$ cat config.mk
export PLATFORM = sky130hd
export DESIGN_NAME = seg_scan_ctrl_flat
export DESIGN_NICKNAME = d
export VERILOG_FILES = /design/src/rtl/seg_scan_ctrl_pkg.sv /design/src/rtl/seg_scan_ctrl_if.sv /design/src/rtl/seg_scan_ctrl_bin2bcd_seq.sv /design/src/rtl/seg_scan_ctrl.sv /design/src/flat_wrapper.sv
export SDC_FILE = /design/constraint.sdc
export NUM_CORES = 1
export LEC_CHECK = 0
export ABC_AREA = 1
export CAP_MARGIN = 10
export CORE_MARGIN = 10
export CORE_UTILIZATION = 55
export CTS_CLUSTER_DIAMETER = 80
export DETAILED_ROUTE_END_ITERATION = 8
export GPL_TIMING_DRIVEN = 0
export PLACE_DENSITY = 0.75
export SYNTH_ARGS = -nofsm -noshare
export SYNTH_HDL_FRONTEND = slang
export SYNTH_SLANG_ARGS = --single-unit
$ cat constraint.sdc
create_clock -name clk -period 5.22 [get_ports clk]
set_input_delay 0.783 -clock clk [delete_from_list [all_inputs] [get_ports clk]]
set_output_delay 0.783 -clock clk [all_outputs]
set_load 0.02 [all_outputs]
$ cat src/rtl/seg_scan_ctrl_pkg.sv
// seg_scan_ctrl_pkg: segment glyphs, converter states and helpers shared by the seg_scan_ctrl slice
package seg_scan_ctrl_pkg;
  typedef enum logic [1:0] {IDLE, CONV, DONE} conv_state_t;
  localparam logic [7:0] SEG_0 = 8'b00000011;
  localparam logic [7:0] SEG_1 = 8'b10011111;
  localparam logic [7:0] SEG_2 = 8'b00100101;
  localparam logic [7:0] SEG_3 = 8'b00001101;
  localparam logic [7:0] SEG_4 = 8'b10011001;
  localparam logic [7:0] SEG_5 = 8'b01001001;
  localparam logic [7:0] SEG_6 = 8'b01000001;
  localparam logic [7:0] SEG_7 = 8'b00011111;
  localparam logic [7:0] SEG_8 = 8'b00000001;
  localparam logic [7:0] SEG_9 = 8'b00011001;
  localparam logic [7:0] SEG_DASH = 8'b11111101;
  localparam logic [7:0] SEG_BLANK = 8'hFF;
  function automatic logic [7:0] bcd_to_seg(input logic [3:0] d);
    case (d)
      4'd0: bcd_to_seg = SEG_0;
      4'd1: bcd_to_seg = SEG_1;
      4'd2: bcd_to_seg = SEG_2;
      4'd3: bcd_to_seg = SEG_3;
      4'd4: bcd_to_seg = SEG_4;
      4'd5: bcd_to_seg = SEG_5;
      4'd6: bcd_to_seg = SEG_6;
      4'd7: bcd_to_seg = SEG_7;
      4'd8: bcd_to_seg = SEG_8;
      4'd9: bcd_to_seg = SEG_9;
      default: bcd_to_seg = SEG_BLANK;
    endcase
  endfunction
  function automatic int unsigned pow10(input int n);
    pow10 = 1;
    for (int i = 0; i < n; i++) pow10 = pow10 * 10;
  endfunction
endpackage

$ cat src/rtl/seg_scan_ctrl_if.sv
// seg_scan_ctrl_if: application-side load/display bus of seg_scan_ctrl
//   load, value, dp_in, blank : driven by the application (master)
//   busy, an, seg             : driven by the scan controller (slave)
interface seg_scan_ctrl_if #(parameter int N_DIG = 8, parameter int BIN_W = 27);
  logic load;
  logic [BIN_W-1:0] value;
  logic [N_DIG-1:0] dp_in;
  logic blank;
  logic busy;
  logic [N_DIG-1:0] an;
  logic [7:0] seg;
  modport master(output load, value, dp_in, blank, input busy, an, seg);
  modport slave(input load, value, dp_in, blank, output busy, an, seg);
endinterface

$ cat src/rtl/seg_scan_ctrl_bin2bcd_seq.sv
// bin2bcd_seq: sequential double-dabble converter, one shift/add-3 step per cycle
//   clk, rst_n (async, active-low); load_i/value_i start a conversion when idle
//   busy_o high outside IDLE; done_o pulses for one cycle with bcd_o/ovf_o valid
module bin2bcd_seq
  import seg_scan_ctrl_pkg::*;
#(
  parameter int N_DIG = 8,
  parameter int BIN_W = 27
) (
  input  logic                   clk,
  input  logic                   rst_n,
  input  logic                   load_i,
  input  logic [BIN_W-1:0]       value_i,
  output logic                   busy_o,
  output logic                   done_o,
  output logic [4*N_DIG-1:0]     bcd_o,
  output logic                   ovf_o
);
  localparam int CW = $clog2(BIN_W);
  localparam logic [BIN_W-1:0] MAX_V = BIN_W'(pow10(N_DIG) - 1);
  conv_state_t state_q;
  logic [BIN_W-1:0] sr_q;
  logic [4*N_DIG-1:0] bcd_q, adj_d;
  logic [CW-1:0] cnt_q;
  logic ovf_q;
  always_comb begin
    adj_d = bcd_q;
    for (int k = 0; k < N_DIG; k++)
      adj_d[4*k+:4] = bcd_q[4*k+:4] > 4'd4 ? bcd_q[4*k+:4] + 4'd3 : bcd_q[4*k+:4];
  end
  // overflow is decided from the captured value; the N_DIG-digit register only has to be exact below it
  always_ff @(posedge clk or negedge rst_n)
    if (!rst_n) begin
      state_q <= IDLE;
      sr_q <= '0;
      bcd_q <= '0;
      cnt_q <= '0;
      ovf_q <= 1'b0;
    end else begin
      case (state_q)
        IDLE: if (load_i) begin
          state_q <= CONV;
          sr_q <= value_i;
          bcd_q <= '0;
          cnt_q <= '0;
          ovf_q <= value_i > MAX_V;
        end
        CONV: begin
          bcd_q <= {adj_d[4*N_DIG-2:0], sr_q[BIN_W-1]};
          sr_q <= sr_q << 1;
          cnt_q <= cnt_q + 1'b1;
          if (cnt_q == CW'(BIN_W - 1)) state_q <= DONE;
        end
        default: state_q <= IDLE;
      endcase
    end
  assign busy_o = state_q != IDLE;
  assign done_o = state_q == DONE;
  assign bcd_o = bcd_q;
  assign ovf_o = ovf_q;
endmodule

$ cat src/rtl/seg_scan_ctrl.sv
// seg_scan_ctrl: N-digit multiplexed 7-segment driver with sequential binary-to-BCD load path
//   clk, rst_n (async, active-low); bus (seg_scan_ctrl_if.slave): load/value/dp_in/blank in,
//   busy/an/seg out (an and seg active-low). Define SEG_LZB_EN for leading-zero blanking.
module seg_scan_ctrl
  import seg_scan_ctrl_pkg::*;
#(
  parameter int N_DIG = 8,
  parameter int BIN_W = 27,
  parameter int SCAN_DIV = 20000
) (
  input logic clk,
  input logic rst_n,
  seg_scan_ctrl_if.slave bus
);
  localparam int SW = $clog2(SCAN_DIV + 1);
  logic [SW-1:0] cnt_q;
  logic [N_DIG-1:0] an_q, show;
  logic [4*N_DIG-1:0] buf_q, bcd;
  logic ovf_q, ovf, done, dp_n;
  logic [7:0] glyph;
  bin2bcd_seq #(.N_DIG(N_DIG), .BIN_W(BIN_W)) u_conv (
    .clk(clk),
    .rst_n(rst_n),
    .load_i(bus.load),
    .value_i(bus.value),
    .busy_o(bus.busy),
    .done_o(done),
    .bcd_o(bcd),
    .ovf_o(ovf)
  );
  // buffer only changes on done, so the display swaps whole values
  always_ff @(posedge clk or negedge rst_n)
    if (!rst_n) begin
      cnt_q <= SW'(1);
      an_q <= ~(N_DIG'(1) << (N_DIG - 1));
      buf_q <= '0;
      ovf_q <= 1'b0;
    end else begin
      cnt_q <= cnt_q == SW'(SCAN_DIV) ? SW'(1) : cnt_q + 1'b1;
      if (cnt_q == SW'(SCAN_DIV)) an_q <= {an_q[0], an_q[N_DIG-1:1]};
      if (done) begin
        buf_q <= bcd;
        ovf_q <= ovf;
      end
    end
`ifdef SEG_LZB_EN
  logic nz;
  always_comb begin
    nz = 1'b0;
    show = '0;
    for (int k = N_DIG - 1; k >= 0; k--) begin
      nz = nz | (buf_q[4*k+:4] != 4'd0);
      show[k] = nz | (k == 0);
    end
  end
`else
  assign show = '1;
`endif
  always_comb begin
    glyph = SEG_BLANK;
    dp_n = 1'b1;
    for (int k = 0; k < N_DIG; k++)
      if (!an_q[k]) begin
        glyph = ovf_q ? SEG_DASH : show[k] ? bcd_to_seg(buf_q[4*k+:4]) : SEG_BLANK;
        dp_n = ~bus.dp_in[k];
      end
  end
  assign bus.an = bus.blank ? '1 : an_q;
  assign bus.seg = bus.blank ? SEG_BLANK : {glyph[7:1], dp_n};
endmodule

$ cat src/flat_wrapper.sv
// flat-port wrapper written by rule: the top's interface ports become plain ports
module seg_scan_ctrl_flat import seg_scan_ctrl_pkg::*;
#(
  parameter int N_DIG = 8,
  parameter int BIN_W = 27,
  parameter int SCAN_DIV = 20000
)
  (clk, rst_n, bus_load, bus_value, bus_dp_in, bus_blank, bus_busy, bus_an, bus_seg);
  seg_scan_ctrl_if #(.N_DIG(N_DIG), .BIN_W(BIN_W)) bus_i ();
  input logic clk;
  input logic rst_n;
  input wire logic [$bits(bus_i.load)-1:0] bus_load;
  input wire logic [$bits(bus_i.value)-1:0] bus_value;
  input wire logic [$bits(bus_i.dp_in)-1:0] bus_dp_in;
  input wire logic [$bits(bus_i.blank)-1:0] bus_blank;
  output wire logic [$bits(bus_i.busy)-1:0] bus_busy;
  output wire logic [$bits(bus_i.an)-1:0] bus_an;
  output wire logic [$bits(bus_i.seg)-1:0] bus_seg;
  assign bus_i.load = bus_load;
  assign bus_i.value = bus_value;
  assign bus_i.dp_in = bus_dp_in;
  assign bus_i.blank = bus_blank;
  assign bus_busy = bus_i.busy;
  assign bus_an = bus_i.an;
  assign bus_seg = bus_i.seg;
  seg_scan_ctrl #(.N_DIG(N_DIG), .BIN_W(BIN_W), .SCAN_DIV(SCAN_DIV)) u_core (.clk(clk), .rst_n(rst_n), .bus(bus_i));
endmodule
# Word-level counts from Yosys, hierarchy flattened
# Memory sizes are Yosys's and may differ from the RTL's.
# Cells that the tools add are included.
# op_classes
bitwise	8
addsub	10
order_cmp	9
reduce_logical	6
eq_ne	6
mux	44
# op_table
op	count
two-way mux 8 bit	18
case mux 32 bit (2 select lines)	1
case mux 27 bit (2 select lines)	1
greater-than comparator 4 x 3 -> 1 bit, second input constant	8
two-way mux 32 bit	1
adder 4 x 2 -> 4 bit, second input constant	7
two-way mux 4 bit	7
greater-than comparator 27 bit, second input constant	1
two-way mux 27 bit	1
adder 15 x 1 -> 15 bit, second input constant	1
== test 15 bit, second input constant	1
two-way mux 15 bit	1
case mux 5 bit (2 select lines)	1
two-way mux 1 bit	8
inverter 1 bit	8
AND reduction 2 bit	3
adder 5 x 1 -> 5 bit, second input constant	1
== test 5 bit, second input constant	1
two-way mux 5 bit	1
two-way mux 2 bit	2
!= test 2 bit, second input constant	2
case mux 2 bit (2 select lines)	1
nonzero test 2 bit	2
adder 3 x 2 -> 3 bit, second input constant	1
4 further kinds	4
# word_totals
romBits	896
n_memories	8
reg_bits	123
input_bits	39
wordCells	100
out_inout_bits	17
# memory_table
memory	depth	word_bits	rd	rd_ports_with_merged_regs	write_ports	line_no	text
(no name shown)	16	7	1	0	0	seg_scan_ctrl_pkg.sv:17	case (d)
(no name shown)	16	7	1	0	0	seg_scan_ctrl_pkg.sv:17	
(no name shown)	16	7	1	0	0	seg_scan_ctrl_pkg.sv:17	
(no name shown)	16	7	1	0	0	seg_scan_ctrl_pkg.sv:17	
(no name shown)	16	7	1	0	0	seg_scan_ctrl_pkg.sv:17	
(no name shown)	16	7	1	0	0	seg_scan_ctrl_pkg.sv:17	
2 more memories	-	-	-	-	-	-	

# Depth between registers and ports, before layout
# An unclocked memory read counts as a cell.
# depth
depth_word	11
ltp_mapped	16
ltp_nobuf	16

# Hierarchy
# A second synthesis with hierarchy kept.
# hier_totals
hier_cells	1016
hier_area_um2	7718.7
# modules_own_cells
mod	area_per_inst_um2	instances	seq_area_each_um2	cells_per_inst
seg_scan_ctrl	4244.1	1	1411.4	605
bin2bcd_seq	3474.6	1	1676.6	411

# Least setup slack after synthesis
# Ideal clock, no wire load.
# synth_path
kind	reg-to-output
start	register u_core.buf_q[5]
end	output bus_seg[4]
required_time_ns	4.437
t_arrival_ns	1.718
path_buffers	0
path_stages_with_launch	16
setup_slack_ns	2.719
cell_sequence	dfrtp_1 -> inv_1 -> ha_1 -> nor2_1 -> nor2_1 -> nand3_1 -> nand2_1 -> nand2_1 -> nand2_1 -> nand2_1 -> nand2_1 -> nand2_1 -> nand2_1 -> nand2_1 -> nand2_1 -> a21oi_1
# synth_between
elab_chain_len	10
# synth_lines
element	line_no	text
from (decl)	seg_scan_ctrl.sv:18	logic [4*N_DIG-1:0] buf_q, bcd;
from (signal assigned)	seg_scan_ctrl.sv:36	buf_q <= '0;
from (signal assigned)	seg_scan_ctrl.sv:42	buf_q <= bcd;
memory (16 x 7 bit)	-	
two-way mux 8 bit	seg_scan_ctrl.sv:64	glyph = ovf_q ? SEG_DASH : show[k] ? bcd_to_seg(buf_q[4*k+:4]) : SEG_BLANK;
two-way mux 8 bit (7 in a row)	seg_scan_ctrl.sv:63	if (!an_q[k]) begin
two-way mux 8 bit	seg_scan_ctrl.sv:69	assign bus.seg = bus.blank ? SEG_BLANK : {glyph[7:1], dp_n};
to (decl)	flat_wrapper.sv:18	output wire logic [$bits(bus_i.seg)-1:0] bus_seg;
# Every way passes these cells.

# Worst setup path after layout
# Ends and elaborated chain as after synthesis.

==> metrics.cfg <==
[worst_setup_path]
crit_top_cell = nand2_1
critPathMaxStageDelay_ps = 630
reg2regPathDepth = 10
cp-startpoint = u_core.buf_q[5]
endpoint = bus_seg[4]
end_kind = output port
worstPathCellList = inv_1 > ha_1 > nor2_1 > nor2_1 > nand3_1 > nand2_1 > nand2_1 > nand2_1 > nand2_1 > nand2_1 > nand2_1 > nand2_1 > nand2_1 > nand2_1 > a21oi_1 > clkdlybuf4s50_1
timing.rr.end = u_core.cnt_q[14]
regToRegSetupSlack_ps = 3350
crit_buf_inv = 2
r2r_start = u_core.cnt_q[0]
slowest_stage = clkdlybuf4s50_1
crit_fanout = 5
cp.required_ps = 4440
start_kind = flop
criticalPathCategory = flop to output port
worst-path-stages = 16
arrival_ps = 2800
crit_family = buffers and inverters

[sta]
fin_crit_ps = 3580
fmax_mhz = 279
worstMarginPinSlew_ps = 594
max_slew_margin_pct = 60.4
clock-skew-final_ps = 9.84
hold_viol = 0
layout_setup_ws_ps = 1640
setup_tns_ps = 0
finalMaxSlewViolations = 0
setup_violations = 0
hold_slack_ps = 212
period_share_pct = 68.6
grt_setup_unrepaired = false

[place]
place_inst = 1239
dp_hpwl_um = 12800
placed_area_um2 = 8500
io_buffers = 55
preCtsSetupSlack_ps = 1710
place_congestion = 0.859

[pwr]
p_leak_nw = 4.42
total_power_mw = 4.06
power_density_nw_per_um2 = 446
peakVddDrop_mv = 0.366

[logic_synthesis]
synth-main-ff-cell = dfrtp_1
yosys_warnings = 0
synth-async-reset-ratio_pct = 100
synth_area_per_cell_um2 = 7.67
synth_most_common_cell = nand2_1
netlist.area_leader.share_pct = 37.4
synth_edf_count = 0
synth_area_um2 = 7700
synth-seq-cells = 123
yosys.area.top_type = dfrtp_1
ys_top_cells_by_count = nand2_1, inv_1, dfrtp_1
yosys-top-cells-area = dfrtp_1, nand2_1, ha_1, inv_1, o21ai_0
syn_nets = 1094
ys_types = 45
syn_inst = 1003
yosysSeqAreaShare_pct = 40.1

[cts]
clock_latency_ps = 420
cts_tree = built
cts_resized = 0
cts_hold_buf = 0
numCtsBuffers = 17
post_cts_buffers = 0
cts_root_buffer = clkbuf_16
htree_levels = 4
clockBufferDepth = 2
clock_sinks = 123
clkSlewWorstSetupHoldPaths_ps = 60

[floorplanning]
core-area_um2 = 13800
die_area_um2 = 19100
rows = 43
die_h_um = 138
fp.dieW_um = 138
pin_count = 56
initial_core_util_pct = 55.9

[layout]
num_antenna_cells = 0
syn2layout_area_growth_pct = 18.2
final_area_um2 = 9100
drive_above_1_share_pct = 8.98
fillers = 1178
regArea_um2 = 3090
multi_input_area_um2 = 3840
fin_nets = 1169
final_util_pct = 66.1
stdcell_count = 1271

[detailed_routing]
firstDrtPassIters = 5
vias = 6710
finalWirelength_um = 17300
ant_nets = 0
drt_iter0_drc = 351
drc = 0
avgViaCountPerCell = 5.28
wire_per_inst_um = 13.6

[global_route]
overflow = 0
grt_pass1_wl_um = 30200
grt_max_degree = 101
grt.total_usage_pct = 18.2
antenna_found_initial = 0
grt_pass1_vias = 6653

[run_status]
outcome = complete, no violations

[flow_run]
maxCapViolations = 0

[min_path]
worst_hold_path_type = primary input to async pin

[power by group]
part	internal, mW	leakage, nW	switching [mW]	total [mW]
Sequential	1.24	1.48	0.158	1.39
Clock	0.755	0.290	0.448	1.20
Combinational	0.565	2.64	0.894	1.46
Total	2.56	4.42	1.50	4.06
[final cells by class]
type / instances / share of cell area [%]
Clock inverter: 13 / 1.83
Clock buffer: 19 / 4.76
Timing Repair Buffer: 56 / 6.37
Inverter: 159 / 6.56
Sequential cell: 123 / 33.9
Tap cell: 180 / 2.47
Buffer: 34 / 1.84
Multi-Input combinational cell: 687 / 42.2
[how the worst min path moves through the flow]
stage                      startpoint                      to  cells after the start
6_report                        rst_n         u_core.cnt_q[7]                      1
5_1_grt                         rst_n         u_core.cnt_q[7]                      1
4_1_cts                         rst_n         u_core.cnt_q[8]                      1
3_5_place_dp          u_core.cnt_q[0]         u_core.cnt_q[0]                      1
3_3_place_gp          u_core.cnt_q[0]         u_core.cnt_q[0]                      1
2_1_floorplan  u_core.u_conv.cnt_q[4]  u_core.u_conv.cnt_q[4]                      1
[kinds of logic after synthesis]
| group | Yosys count | share of synthesized area (%) |
|---|---|---|
| AO/OA/AOI/OAI | 262 | 18.9 |
| flip-flops | 123 | 40.1 |
| AND/OR/NAND/NOR | 351 | 20.1 |
| multiplexers | 2 | 0.260 |
| XOR/XNOR | 20 | 2.28 |
| adder cells (fa/ha/maj) | 52 | 8.45 |
| buffers and inverters | 193 | 9.93 |
[layer usage]
layer	vias to the layer above	GRT usage [%]	routed length, um
met5	-	0	0
met4	0	5.88	251
met3	24	4.93	761
met2	151	29.4	7960
met1	3065	23.1	8340
li1	3470	-	-
[registers in the layout, indices dropped and copies added, names as in the netlist]
register and cells:
u_core.u_conv.state_q 2, u_core.ovf_q 1, u_core.u_conv.ovf_o 1, u_core.cnt_q 15
u_core.an_q 8, u_core.u_conv.bcd_o 32, u_core.u_conv.cnt_q 5, u_core.u_conv.sr_q 27
u_core.buf_q 32
[cell usage in the layout, fill, tap and decap left out, types with 8 or more instances in the layout]
cell type and count:
nand2_1 213, inv_1 142, dfrtp_1 115, o21ai_0 86, a21oi_1 77, clkdlybuf4s50_1 54
nor2_1 52, ha_1 52, o22ai_1 43, nand3_1 42, o21ai_1 29, xor2_1 20
clkbuf_1 17, clkbuf_16 17, inv_2 16, buf_2 14, nand4_1 9, dfstp_2 8
No activity file was read; power rests on OpenSTA's default activity.
